### config.mk
export PLATFORM = sky130hd
export DESIGN_NAME = instr_prefetch_unit
export DESIGN_NICKNAME = d
export VERILOG_FILES = /design/src/rtl/instr_prefetch_unit_pkg.sv /design/src/rtl/instr_prefetch_unit_fifo.sv /design/src/rtl/instr_prefetch_unit.sv
export SDC_FILE = /design/constraint.sdc
export NUM_CORES = 1
export LEC_CHECK = 0
export CELL_PAD_IN_SITES_DETAIL_PLACEMENT = 1
export CELL_PAD_IN_SITES_GLOBAL_PLACEMENT = 2
export CORE_AREA = 3 3 265 163
export DETAILED_ROUTE_END_ITERATION = 8
export DIE_AREA = 0 0 268 166
export GPL_ROUTABILITY_DRIVEN = 0
export GPL_TIMING_DRIVEN = 0
export PLACE_DENSITY_LB_ADDON = 0.1
export SYNTH_ARGS = -nofsm -noshare
export SYNTH_HDL_FRONTEND = slang
export SYNTH_SLANG_ARGS = --single-unit
### constraint.sdc
create_clock -name clk -period 3.7 [get_ports clk]
set_clock_uncertainty 0.15 [all_clocks]
set_input_delay 0.74 -clock clk [delete_from_list [all_inputs] [get_ports clk]]
set_output_delay 0.74 -clock clk [all_outputs]
set_load 0.1 [all_outputs]
### src/rtl/instr_prefetch_unit_pkg.sv
// Shared types and constants for the instruction prefetch front-end.
package instr_prefetch_unit_pkg;

  localparam int INSTR_W = 32;
  localparam logic [31:0] PC_INC = 32'd4;
  localparam logic [INSTR_W-1:0] NOP = 32'h0;

  typedef enum logic [1:0] {
    S_IDLE  = 2'd0,
    S_REQ   = 2'd1,
    S_DRAIN = 2'd2
  } state_e;

  typedef struct packed {
    logic [31:0]        pc;
    logic [INSTR_W-1:0] instr;
  } fetch_entry_t;

  function automatic logic [31:0] align_pc(input logic [31:0] pc);
    return pc & ~32'd3;
  endfunction

endpackage

### src/rtl/instr_prefetch_unit_fifo.sv
// Small power-of-two FIFO holding fetched {pc, instr} pairs; flush empties it in one cycle.
module instr_prefetch_unit_fifo #(
  parameter int DEPTH = 4,
  parameter int WIDTH = 64
) (
  input  logic                   clk,
  input  logic                   reset,
  input  logic                   push_i,
  input  logic                   pop_i,
  input  logic                   flush_i,
  input  logic [WIDTH-1:0]       push_data_i,
  output logic [WIDTH-1:0]       head_o,
  output logic [$clog2(DEPTH):0] count_o,
  output logic                   full_o,
  output logic                   empty_o
);

  localparam int AW = $clog2(DEPTH);
  localparam int CW = AW + 1;

  logic [WIDTH-1:0] mem_q [DEPTH];
  logic [AW-1:0]    wptr_q, rptr_q;
  logic [CW-1:0]    count_q;

  assign full_o  = (count_q == CW'(DEPTH));
  assign empty_o = (count_q == '0);
  assign count_o = count_q;
  assign head_o  = mem_q[rptr_q];

  // Pointers are AW bits wide, so wrap-around by DEPTH is free.
  always_ff @(posedge clk) begin
    if (reset || flush_i) begin
      wptr_q  <= '0;
      rptr_q  <= '0;
      count_q <= '0;
    end else begin
      if (push_i) wptr_q <= wptr_q + 1'b1;
      if (pop_i)  rptr_q <= rptr_q + 1'b1;
      count_q <= count_q + CW'(push_i) - CW'(pop_i);
    end
  end

  always_ff @(posedge clk) begin
    if (push_i && !reset && !flush_i) mem_q[wptr_q] <= push_data_i;
  end

endmodule

### src/rtl/instr_prefetch_unit.sv
// Fetch front-end: single-outstanding memory read FSM feeding a prefetch FIFO for the IF stage.
// Handshake: mem_req/mem_addr are registered and held until a cycle with mem_ready=1 completes them.
module instr_prefetch_unit
  import instr_prefetch_unit_pkg::*;
#(
  parameter int          DEPTH    = 4,
  parameter logic [31:0] RESET_PC = 32'h0000_0000
) (
  input  logic        clk,
  input  logic        reset,
  output logic        mem_req,
  output logic [31:0] mem_addr,
  input  logic        mem_ready,
  input  logic [31:0] mem_rdata,
  input  logic        redirect,
  input  logic [31:0] redirect_pc,
  input  logic        stall,
  output logic        if_valid,
  output logic [31:0] if_instru,
  output logic [31:0] if_pc,
  output logic [31:0] if_pc_plus4,
  output state_e      dbg_state
);

  localparam int CW = $clog2(DEPTH) + 1;

  state_e       state_q, state_d;
  logic [31:0]  fetch_pc_q, fetch_pc_d;
  logic [31:0]  mem_addr_q, mem_addr_d;
  logic         mem_req_q, mem_req_d;
  logic         push, pop, room, full, empty;
  logic [CW-1:0] count, count_next;
  fetch_entry_t push_entry, head;

  assign pop        = !empty && !stall && !redirect;
  assign push       = (state_q == S_REQ) && mem_ready && !redirect && !full;
  assign count_next = redirect ? '0 : count + CW'(push) - CW'(pop);
  assign room       = (count_next < CW'(DEPTH));
  assign push_entry = '{pc: fetch_pc_q, instr: mem_rdata};

  always_comb begin
    state_d    = state_q;
    fetch_pc_d = fetch_pc_q;
    mem_req_d  = mem_req_q;
    mem_addr_d = mem_addr_q;
    if (redirect) fetch_pc_d = align_pc(redirect_pc);
    case (state_q)
      S_IDLE: begin
        if (!redirect && room) begin
          state_d    = S_REQ;
          mem_req_d  = 1'b1;
          mem_addr_d = fetch_pc_q;
        end
      end
      S_REQ: begin
        if (redirect) begin
          // A redirect racing a response just drops it; otherwise wait it out.
          if (mem_ready) begin
            state_d   = S_IDLE;
            mem_req_d = 1'b0;
          end else begin
            state_d = S_DRAIN;
          end
        end else if (mem_ready) begin
          fetch_pc_d = fetch_pc_q + PC_INC;
          if (room) begin
            mem_addr_d = fetch_pc_q + PC_INC;
          end else begin
            state_d   = S_IDLE;
            mem_req_d = 1'b0;
          end
        end
      end
      S_DRAIN: begin
        if (mem_ready) begin
          state_d   = S_IDLE;
          mem_req_d = 1'b0;
        end
      end
      default: begin
        state_d   = S_IDLE;
        mem_req_d = 1'b0;
      end
    endcase
  end

  always_ff @(posedge clk) begin
    if (reset) begin
      state_q    <= S_IDLE;
      fetch_pc_q <= RESET_PC;
      mem_req_q  <= 1'b0;
      mem_addr_q <= '0;
    end else begin
      state_q    <= state_d;
      fetch_pc_q <= fetch_pc_d;
      mem_req_q  <= mem_req_d;
      mem_addr_q <= mem_addr_d;
    end
  end

  instr_prefetch_unit_fifo #(
    .DEPTH (DEPTH),
    .WIDTH ($bits(fetch_entry_t))
  ) u_fifo (
    .clk         (clk),
    .reset       (reset),
    .push_i      (push),
    .pop_i       (pop),
    .flush_i     (redirect),
    .push_data_i (push_entry),
    .head_o      (head),
    .count_o     (count),
    .full_o      (full),
    .empty_o     (empty)
  );

  assign mem_req     = mem_req_q;
  assign mem_addr    = mem_addr_q;
  assign if_valid    = !empty;
  assign if_instru   = empty ? NOP : head.instr;
  assign if_pc       = empty ? 32'h0 : head.pc;
  assign if_pc_plus4 = if_pc + PC_INC;
  assign dbg_state   = state_q;

endmodule

==> results.yml, run 1 <==
clocking:
  hold_buffers: 0
  cts_tree: "done"
  clock_sinks: 332
  htree_levels: 2
  numCtsBuffers: 35
  cts_root_buf: "clkbuf_16"
  insertion_delay_ns: 0.52
  clk_pin_slew_worst_paths_ns: 0.07
  cts.path.max_buffers: 3
floorplanning:
  fp.coreArea_sq_um: 40580
  fp.dieW_microns: 268
  die_area_sq_um: 44490
  ios: 201
  start_util: 0.3523
  die_h_microns: 166
  core.rowCount: 57
global_route:
  grt_max_degree: 37
  first_global_vias: 9965
  grt_pass1_wl_microns: 64250
  grt-ovfl-total: 0
  antenna_found_initial: 0
  track_usage: 0.1915
yosys:
  netlist.area_leader.share: 0.5377
  synth_ff_type: "edfxtp_1"
  synth_edf_count: 256
  synth_cell_types: 44
  ys_ff_latch: 332
  synth_area_leaders: "edfxtp_1 54%, dfxtp_1 11%, mux4_2 9.8%"
  synth_top_cell_by_area: "edfxtp_1"
  synthArstFlopShare: 0
  syn-cell-area_sq_um: 14300
  syn_nets: 1069
  ys_warn_count: 0
  synthesis.instances: 991
  ys_seq_area_frac: 0.6441
  synth_area_per_cell_sq_um: 14.43
placed_design:
  place_area_sq_um: 17600
  port_buffers: 198
  placed_cells: 1724
  dpl.hpwl_microns: 30470
cells_and_area:
  final_cell_mix: "256 x edfxtp_1, 99 x clkdlybuf4s50_1, 98 x nor2_1"
  final_common_cell: "edfxtp_1"
  design_area_sq_um: 19790
  nets: 1363
  fin_cells: 1838
  antenna_cells: 0
  syn_to_final_growth_pct: 38.40
  drive_gt1_frac: 0.3060
job:
  max_cap_viol_count: 0
route:
  drt_first_pass_iters: 5
  vias_per_cell: 5.110
  routed.top_layer: "met4"
  met1_length_microns: 21270
  finalWirelength_microns: 43150
  vias: 9393
  dr_wl_met2_microns: 19350
  wire_per_inst_microns: 23.48
  drt_iter0_markers: 592
  ant_nets: 0
  drc_errors: 0
  dr_wl_met3_microns: 2056
setup_path:
  crit_arrival_ns: 3.35
  crit_required_ns: 2.81
  start_kind: "flip-flop"
  critPathKind: "reg2out"
  cp_max_fo: 8
  critPathCaptureType: "output pin"
sta:
  finalHoldViolCount: 0
  holdWs_ns: 0.3350
  rsz0062_at_grt: "true"
  worst_slack_ns: -0.5353
  setup_viol: 21
  drv_slew: 0
  tightest_slew_ns: 1.019
  fin_setup_tns_ns: -8.174
  fin_crit_sh: 1.145
  layout_min_cycle_time_ns: 4.235
  max_freq_mhz: 236.1
  slew_headroom: 0.3233
hold_path:
  worstHoldPathType: "reg2reg"
power_and_ir_drop:
  p_leak_nw: 6.864
  p_total_mw: 8.358
  p_per_area_nw_per_um2: 422.4
  peakVddDrop_mv: 0.2460
run_status:
  status: "finished with violations"
  violations: "setup timing"
-- power breakdown --
group | internal, mW | switching (mW)
sequential | 4.06 | 0.0721
clock | 1.91 | 1.45
combinational | 0.283 | 0.576
total | 6.26 | 2.10
-- final timing paths --
| kind | start | to | slack (ns) | depth (start not counted) |
|---|---|---|---|---|
| worst max register to register | u_fifo.count_o[2] | mem_addr[0] | 0.09 | 17 |
| worst max-delay path | flip-flop | if_pc_plus4[30] | -0.54 | 12 |
| worst min register to register | mem_req | mem_req | 0.33 | 2 |
| worst min-delay path | mem_req | mem_req | 0.33 | 2 |
-- routing by layer --
| metal | vias up | GRT usage |
|---|---|---|
| met5 | - | 0 |
| met4 | 0 | 0.03031 |
| met3 | 44 | 0.03228 |
| met2 | 173 | 0.2876 |
| met1 | 4910 | 0.2957 |
| li1 | 4266 | - |
-- state kept, by name, summed over array words and instances (netlist names), named ones only --
name and flops:
fetch_pc_q 32, mem_addr 32, u_fifo.count_o 3, dbg_state 2
u_fifo.wptr_q 2, u_fifo.rptr_q 2, mem_req 1, u_fifo.mem_q 256
-- layout make-up --
type                       instances  area [sq um]
fill                            3965         20790
sequential                       332          9233
multi-input combinational        582          5587
timing repair buffer             259          2625
clock buffer                      42         954.7
tap                              531         664.4
buffer                            55         516.7
clock inverter                    17         118.9
inverter                          20         88.84
-- stage by stage --
stage / worst slack (ns) / util
6_report: -0.5353 / 0.4876
3_5_place_dp: -2.210 / 0.4338
3_3_place_gp: -2.228 / 0.4313
4_1_cts: -0.5775 / 0.4793
2_1_floorplan: -0.6950 / -
5_1_grt: -0.6440 / 0.4876
-- worst max-delay path: stages, from the launching register on --
cell and delay, ns:
dfxtp_4 0.37, buf_12 0.16, mux4_2 0.41, nand2_8 0.09
clkinvlp_4 0.09, ha_4 0.15, o31a_1 0.15, and4_4 0.27
nand3_4 0.14, nor4_4 0.26, nand4_1 0.29, xnor2_4 0.25
buf_12 0.19
-- kinds of logic (layout without fill, tap and decap cells) --
| kind of cell | Yosys count | after routing | synth area share |
|---|---|---|---|
| and+or+nand+nor | 335 | 335 | 0.1176 |
| DFF | 332 | 332 | 0.6441 |
| xor gates and xnor gates | 88 | 88 | 0.05391 |
| muxes | 88 | 88 | 0.1228 |
| buffers and inverters | 77 | 393 | 0.02240 |
| AOI/OAI and AO/OA | 62 | 62 | 0.03080 |
| adders and majority gates | 9 | 9 | 0.008401 |
-- cell usage after synthesis, drive strengths merged, types with 3 or more instances --
cell / instances
inv: 20
nand4: 28
nor3: 15
a211oi: 43
buf: 14
a21oi: 9
edfxtp: 256
nand3: 21
a311oi: 3
xnor2: 48
mux4: 68
nor4: 7
mux2i: 19
o21ai: 4
or3: 4
ha: 8
nand2: 54
or2: 5
clkbuf: 43
nor2: 107
and2: 78
and3: 3
nand2b: 3
dfxtp: 76
xor2: 40
-- what timing repair did --
item                       in CTS  in global routing
pin swaps                      28                 23
setup endpoints to repair     217                 87
setup buffers                  37                 17
gates cloned                    0                  4
gates resized for setup       620                 79
Note: power is estimated with default switching activity, not from simulation.
==> inputs of run 2 (changes only) <==
Settings changed: CTS_CLUSTER_DIAMETER from default to 50.
==> results.yml, run 2 (synthesis gave the netlist of run 1 again) <==
floorplanning:
  core.rowCount: 57
  die_h_microns: 166
  fp.dieW_microns: 268
  die_area_sq_um: 44490
  fp.coreArea_sq_um: 40580
  start_util: 0.3523
  ios: 201
cells_and_area:
  nets: 1359
  antenna_cells: 0
  final_cell_mix: "256 x edfxtp_1, 100 x clkdlybuf4s50_1, 98 x nor2_1"
  drive_gt1_frac: 0.3065
  largest_reg_flops: 256
  fin_cells: 1836
  final_common_cell: "edfxtp_1"
  fillCellCount: 3956
  syn_to_final_growth_pct: 38.91
  regMostFlops: "u_fifo.mem_q"
  fin_util: 0.4894
power_and_ir_drop:
  p_leak_nw: 6.903
  seqPwrFrac: 0.493
  p_per_area_nw_per_um2: 422.7
  p_total_mw: 8.395
  internal_power_mw: 6.271
  p_clk_frac: 0.404
  switchingPower_mw: 2.124
  peakVddDrop_mv: 0.2886
  pwr-share-comb: 0.104
  swShare: 0.2530
setup_path:
  worst-path-buf-inv: 3
  crit_slowest_cell: "or4b_4"
  crit_arrival_ns: 3.36
  cpPeakStageDelay_ns: 0.55
  reg2reg_depth: 17
  critPathKind: "reg2out"
  critPathCaptureType: "output pin"
  path_cells: "clkbuf_16 -> mux4_2 -> nand4_4 -> or4b_4 -> buf_12 -> or4_4 -> nor2_4 -> xor2_4 -> buf_12"
  critPathCapture: "if_pc_plus4[31]"
  ff2ff_setup_slack_ns: 0.01
  start_kind: "flip-flop"
  worstReg2RegStart: "u_fifo.count_o[2]"
  crit_required_ns: 2.81
  worst_path_most_repeated_cell: "buf_12"
  cp_max_fo: 7
  crit_cells: 9
  worstReg2RegEnd: "mem_addr[3]"
  cpLargestDelayFamily: "simple AND/OR/NAND/NOR gates"
clocking:
  cts_root_buf: "clkbuf_16"
  clock_sinks: 332
  numCtsBuffers: 35
  hold_buffers: 0
  cts.path.max_buffers: 3
  clk_pin_slew_worst_paths_ns: 0.06
  insertion_delay_ns: 0.52
  cts_tree: "done"
  htree_levels: 2
route:
  wire_per_inst_microns: 23.47
  vias: 9336
  ant_nets: 0
  finalWirelength_microns: 43090
  drt_first_pass_iters: 4
  vias_per_cell: 5.085
  drc_errors: 0
  drt_iter0_markers: 601
placed_design:
  dpl.hpwl_microns: 30470
  placed_cells: 1724
  post-place-ws_ns: -2.210
  port_buffers: 198
sta:
  worst_slack_ns: -0.5484
  max_freq_mhz: 235.4
  fin_crit_sh: 1.148
  layout_min_cycle_time_ns: 4.248
  slew_headroom: 0.3369
  fin_setup_tns_ns: -7.106
  finalHoldViolCount: 0
  setup_viol: 22
  drv_slew: 0
  rsz0062_at_grt: "true"
  tightest_slew_ns: 0.9915
global_route:
  grt_pass1_wl_microns: 63800
  grt_max_degree: 37
  grt-ovfl-total: 0
  first_global_vias: 10020
  antenna_found_initial: 0
  track_usage: 0.1898
hold_path:
  worstHoldPathType: "reg2reg"
  hold_start: "mem_req"
run_status:
  status: "finished with violations"
  violations: "setup timing"
job:
  max_cap_viol_count: 0
## run 2: cell types whose count changed in the layout (fill, tap and decap cells not counted), moves of 3 or more
cell | previous run | this run
inv_8 | 0 | 3
clkinv_1 | 7 | 4
a211oi_1 | 36 | 30
clkdlybuf4s15_2 | 16 | 12
a211oi_2 | 6 | 12
dlygate4sd2_1 | 7 | 13
clkbuf_4 | 4 | 0
## run 2: power by group through the flow
| stage | sequential [mW] | combinational, mW | clock [mW] |
|---|---|---|---|
| after global placement | 4.22 | 0.778 | 0 |
| after detailed placement | 4.22 | 0.784 | 0 |
| after global routing | 4.15 | 0.911 | 3.63 |
| after CTS | 4.14 | 0.821 | 3.48 |
| after floorplan | 4.41 | 0.308 | 0 |
| final | 4.14 | 0.869 | 3.39 |
## run 2: worst min-delay path by stage
| stage | to | slack [ns] | cells after the start |
|---|---|---|---|
| finish | mem_req | 0.34 | 2 |
| global route | mem_req | 0.38 | 2 |
| CTS | mem_req | 0.34 | 2 |
| detailed placement | mem_req | 0.33 | 2 |
| global placement | mem_req | 0.32 | 2 |
| floorplan | u_fifo.mem_q[0][41] | 0.31 | 0 |
## run 2: area by class of cell
type | count | area, sq um | area share
Sequential cell | 332 | 9233 | 0.4649
Multi-Input combinational cell | 582 | 5675 | 0.2858
Timing Repair Buffer | 254 | 2569 | 0.1293
Clock buffer | 42 | 912.1 | 0.04593
Tap cell | 531 | 664.4 | 0.03345
Buffer | 56 | 543.0 | 0.02734
Clock inverter | 19 | 172.7 | 0.008694
Inverter | 20 | 91.34 | 0.004599
## run 2: routing by layer
metal,GRT usage,vias to the layer above,share of wire
met5,0,-,0
met2,0.2879,165,0.45
met4,0.03007,0,0.0091
met1,0.2911,4847,0.51
li1,-,4292,-
met3,0.03125,32,0.038
## run 2: per-stage QoR
stage | area, sq um | hold WS [ns]
2_1_floorplan | 14860 | 0.3083
3_3_place_gp | 17500 | 0.3187
3_5_place_dp | 17600 | 0.3268
4_1_cts | 19290 | 0.3391
5_1_grt | 19860 | 0.3796
6_report | 19860 | 0.3359
## run 2: tightest hold or removal path, stage by stage (launching register included)
cell and delay, ns:
dfxtp_1 0.31, o21ai_0 0.06, a21oi_1 0.06
## run 2: timing repair
action	in CTS	in global routing
resized for setup	588	115
pin swaps	21	34
endpoints found under the setup margin	209	96
setup buffers	28	20
gates cloned	0	6
==> inputs of run 3 (changes only) <==
Settings changed: CAP_MARGIN from default to 20, TNS_END_PERCENT from default to 100.
Clock period 3.7 ns to 3.6 ns, I/O delays scaled along.
==> results.yml, run 3 (synthesis gave the netlist of run 1 again) <==
route:
  wire_per_inst_microns: 23.63
  met1_length_microns: 21710
  drt_first_pass_iters: 5
  dr_wl_met2_microns: 19740
  ant_nets: 0
  finalWirelength_microns: 43940
  drt_iter0_markers: 600
  vias: 9508
  dr_wl_met3_microns: 1934
  vias_per_cell: 5.112
  drc_errors: 0
  routed.top_layer: "met4"
sta:
  max_freq_mhz: 233.0
  setup_viol: 54
  finalHoldViolCount: 0
  rsz0062_at_grt: "true"
  fin_crit_sh: 1.192
  drv_slew: 0
  holdWs_ns: 0.3373
  layout_min_cycle_time_ns: 4.291
  worst_slack_ns: -0.6913
  fin_setup_tns_ns: -13.78
  slew_headroom: 0.2635
  tightest_slew_ns: 1.105
power_and_ir_drop:
  p_leak_nw: 7.128
  p_per_area_nw_per_um2: 440.4
  p_total_mw: 9.013
  peakVddDrop_mv: 0.3715
global_route:
  grt_max_degree: 65
  grt-ovfl-total: 0
  first_global_vias: 9977
  track_usage: 0.1908
  antenna_found_initial: 1
  grt_pass1_wl_microns: 64020
cells_and_area:
  antenna_cells: 0
  drive_gt1_frac: 0.3424
  fin_cells: 1860
  final_common_cell: "edfxtp_1"
  regMostFlops: "u_fifo.mem_q"
  final_cell_mix: "256 x edfxtp_1, 100 x clkdlybuf4s50_1, 85 x nor2_1"
  fillCellCount: 3941
  syn_to_final_growth_pct: 43.16
  design_area_sq_um: 20470
  nets: 1384
  largest_reg_flops: 256
floorplanning:
  core.rowCount: 57
  fp.dieW_microns: 268
  fp.coreArea_sq_um: 40580
  die_area_sq_um: 44490
  die_h_microns: 166
  start_util: 0.3523
  ios: 201
clocking:
  cts_tree: "done"
  numCtsBuffers: 34
  hold_buffers: 0
  insertion_delay_ns: 0.53
  cts_root_buf: "clkbuf_16"
  clk_pin_slew_worst_paths_ns: 0.06
  htree_levels: 2
  cts.path.max_buffers: 3
  clock_sinks: 332
hold_path:
  hold_start: "mem_req"
  hold_end: "mem_req"
  hold_path_depth: 2
  worstHoldPathType: "reg2reg"
setup_path:
  cp_max_fo: 5
  crit_arrival_ns: 3.42
  ff2ff_setup_slack_ns: -0.13
  worstReg2RegEnd: "mem_addr[3]"
  critPathKind: "reg2out"
  critPathCaptureType: "output pin"
  start_kind: "flip-flop"
  crit_required_ns: 2.73
  reg2reg_depth: 17
  worstReg2RegStart: "u_fifo.count_o[0]"
placed_design:
  placed_cells: 1722
  dpl.hpwl_microns: 29420
  place_area_sq_um: 17550
  port_buffers: 198
run_status:
  violations: "setup timing"
  status: "finished with violations"
job:
  max_cap_viol_count: 0
run 3: cell count changes in the layout (fill, tap and decap cells not counted), moves of 6 or more:
cell | before | now
a211oi_1 | 30 | 20
buf_4 | 50 | 78
buf_6 | 12 | 26
dlygate4sd2_1 | 13 | 4
clkbuf_4 | 0 | 7
a211oi_2 | 12 | 22
buf_2 | 39 | 20
buf_12 | 31 | 37
nor2_2 | 0 | 13
nor2_1 | 98 | 85
run 3: critical path, stage by stage (launching register included):
cell and delay (ns):
dfxtp_4 0.38, buf_12 0.15, mux4_2 0.41, nand2_8 0.08, clkinvlp_4 0.09, ha_4 0.16, o31a_1 0.15, and4_4 0.25
nand3_4 0.14, nor4_4 0.34, nand4_1 0.28, xnor2_4 0.26, buf_12 0.19
run 3: worst max-delay path by stage:
stage                      start         endpoint  slack [ns]  cells past startpoint
4_1_cts                flip-flop  if_pc_plus4[28]       -0.70                     12
6_report               flip-flop  if_pc_plus4[28]       -0.69                     12
5_1_grt                flip-flop  if_pc_plus4[28]       -0.80                     12
3_5_place_dp   u_fifo.count_o[2]  if_pc_plus4[28]       -2.22                     15
2_1_floorplan          flip-flop  if_pc_plus4[28]       -0.76                     11
3_3_place_gp   u_fifo.count_o[2]  if_pc_plus4[20]       -2.28                     14
run 3: repair_timing:
action                     CTS  global route
gates cloned                 0             8
gates resized for setup    681           138
setup endpoints to repair  129           108
pin swaps                   21            44
hold endpoints to repair     0             0
buffers inserted            32            42
run 3: per-layer routing:
layer  global-route usage  vias to the layer above
met5                    0                        -
met4              0.03386                        0
met3              0.03184                       40
met2               0.2884                      189
met1               0.2920                     4943
li1                     -                     4336
run 3: layout make-up:
| cell class | instances | area [sq um] | share of cell area |
|---|---|---|---|
| flip-flops and latches | 332 | 9225 | 0.4507 |
| inverters | 20 | 96.34 | 0.004707 |
| plain buffers | 55 | 575.6 | 0.02812 |
| repair buffers | 281 | 2975 | 0.1454 |
| clock inverters | 15 | 227.7 | 0.01113 |
| multi-input cells | 582 | 5742 | 0.2805 |
| clock buffers | 44 | 962.2 | 0.04701 |
| well taps | 531 | 664.4 | 0.03246 |
run 3: stage by stage:
step | setup slack [ns] | utilization
floorplan | -0.7596 | -
global placement | -2.277 | 0.4321
detailed placement | -2.219 | 0.4324
CTS | -0.6971 | 0.4798
global route | -0.7966 | 0.5044
finish | -0.6913 | 0.5044
run 3: power by group:
part | switching (mW) | leakage [nW] | internal, mW
clock network | 1.49 | 0.581 | 2.32
logic | 0.616 | 3.58 | 0.330
registers | 0.0775 | 2.97 | 4.18
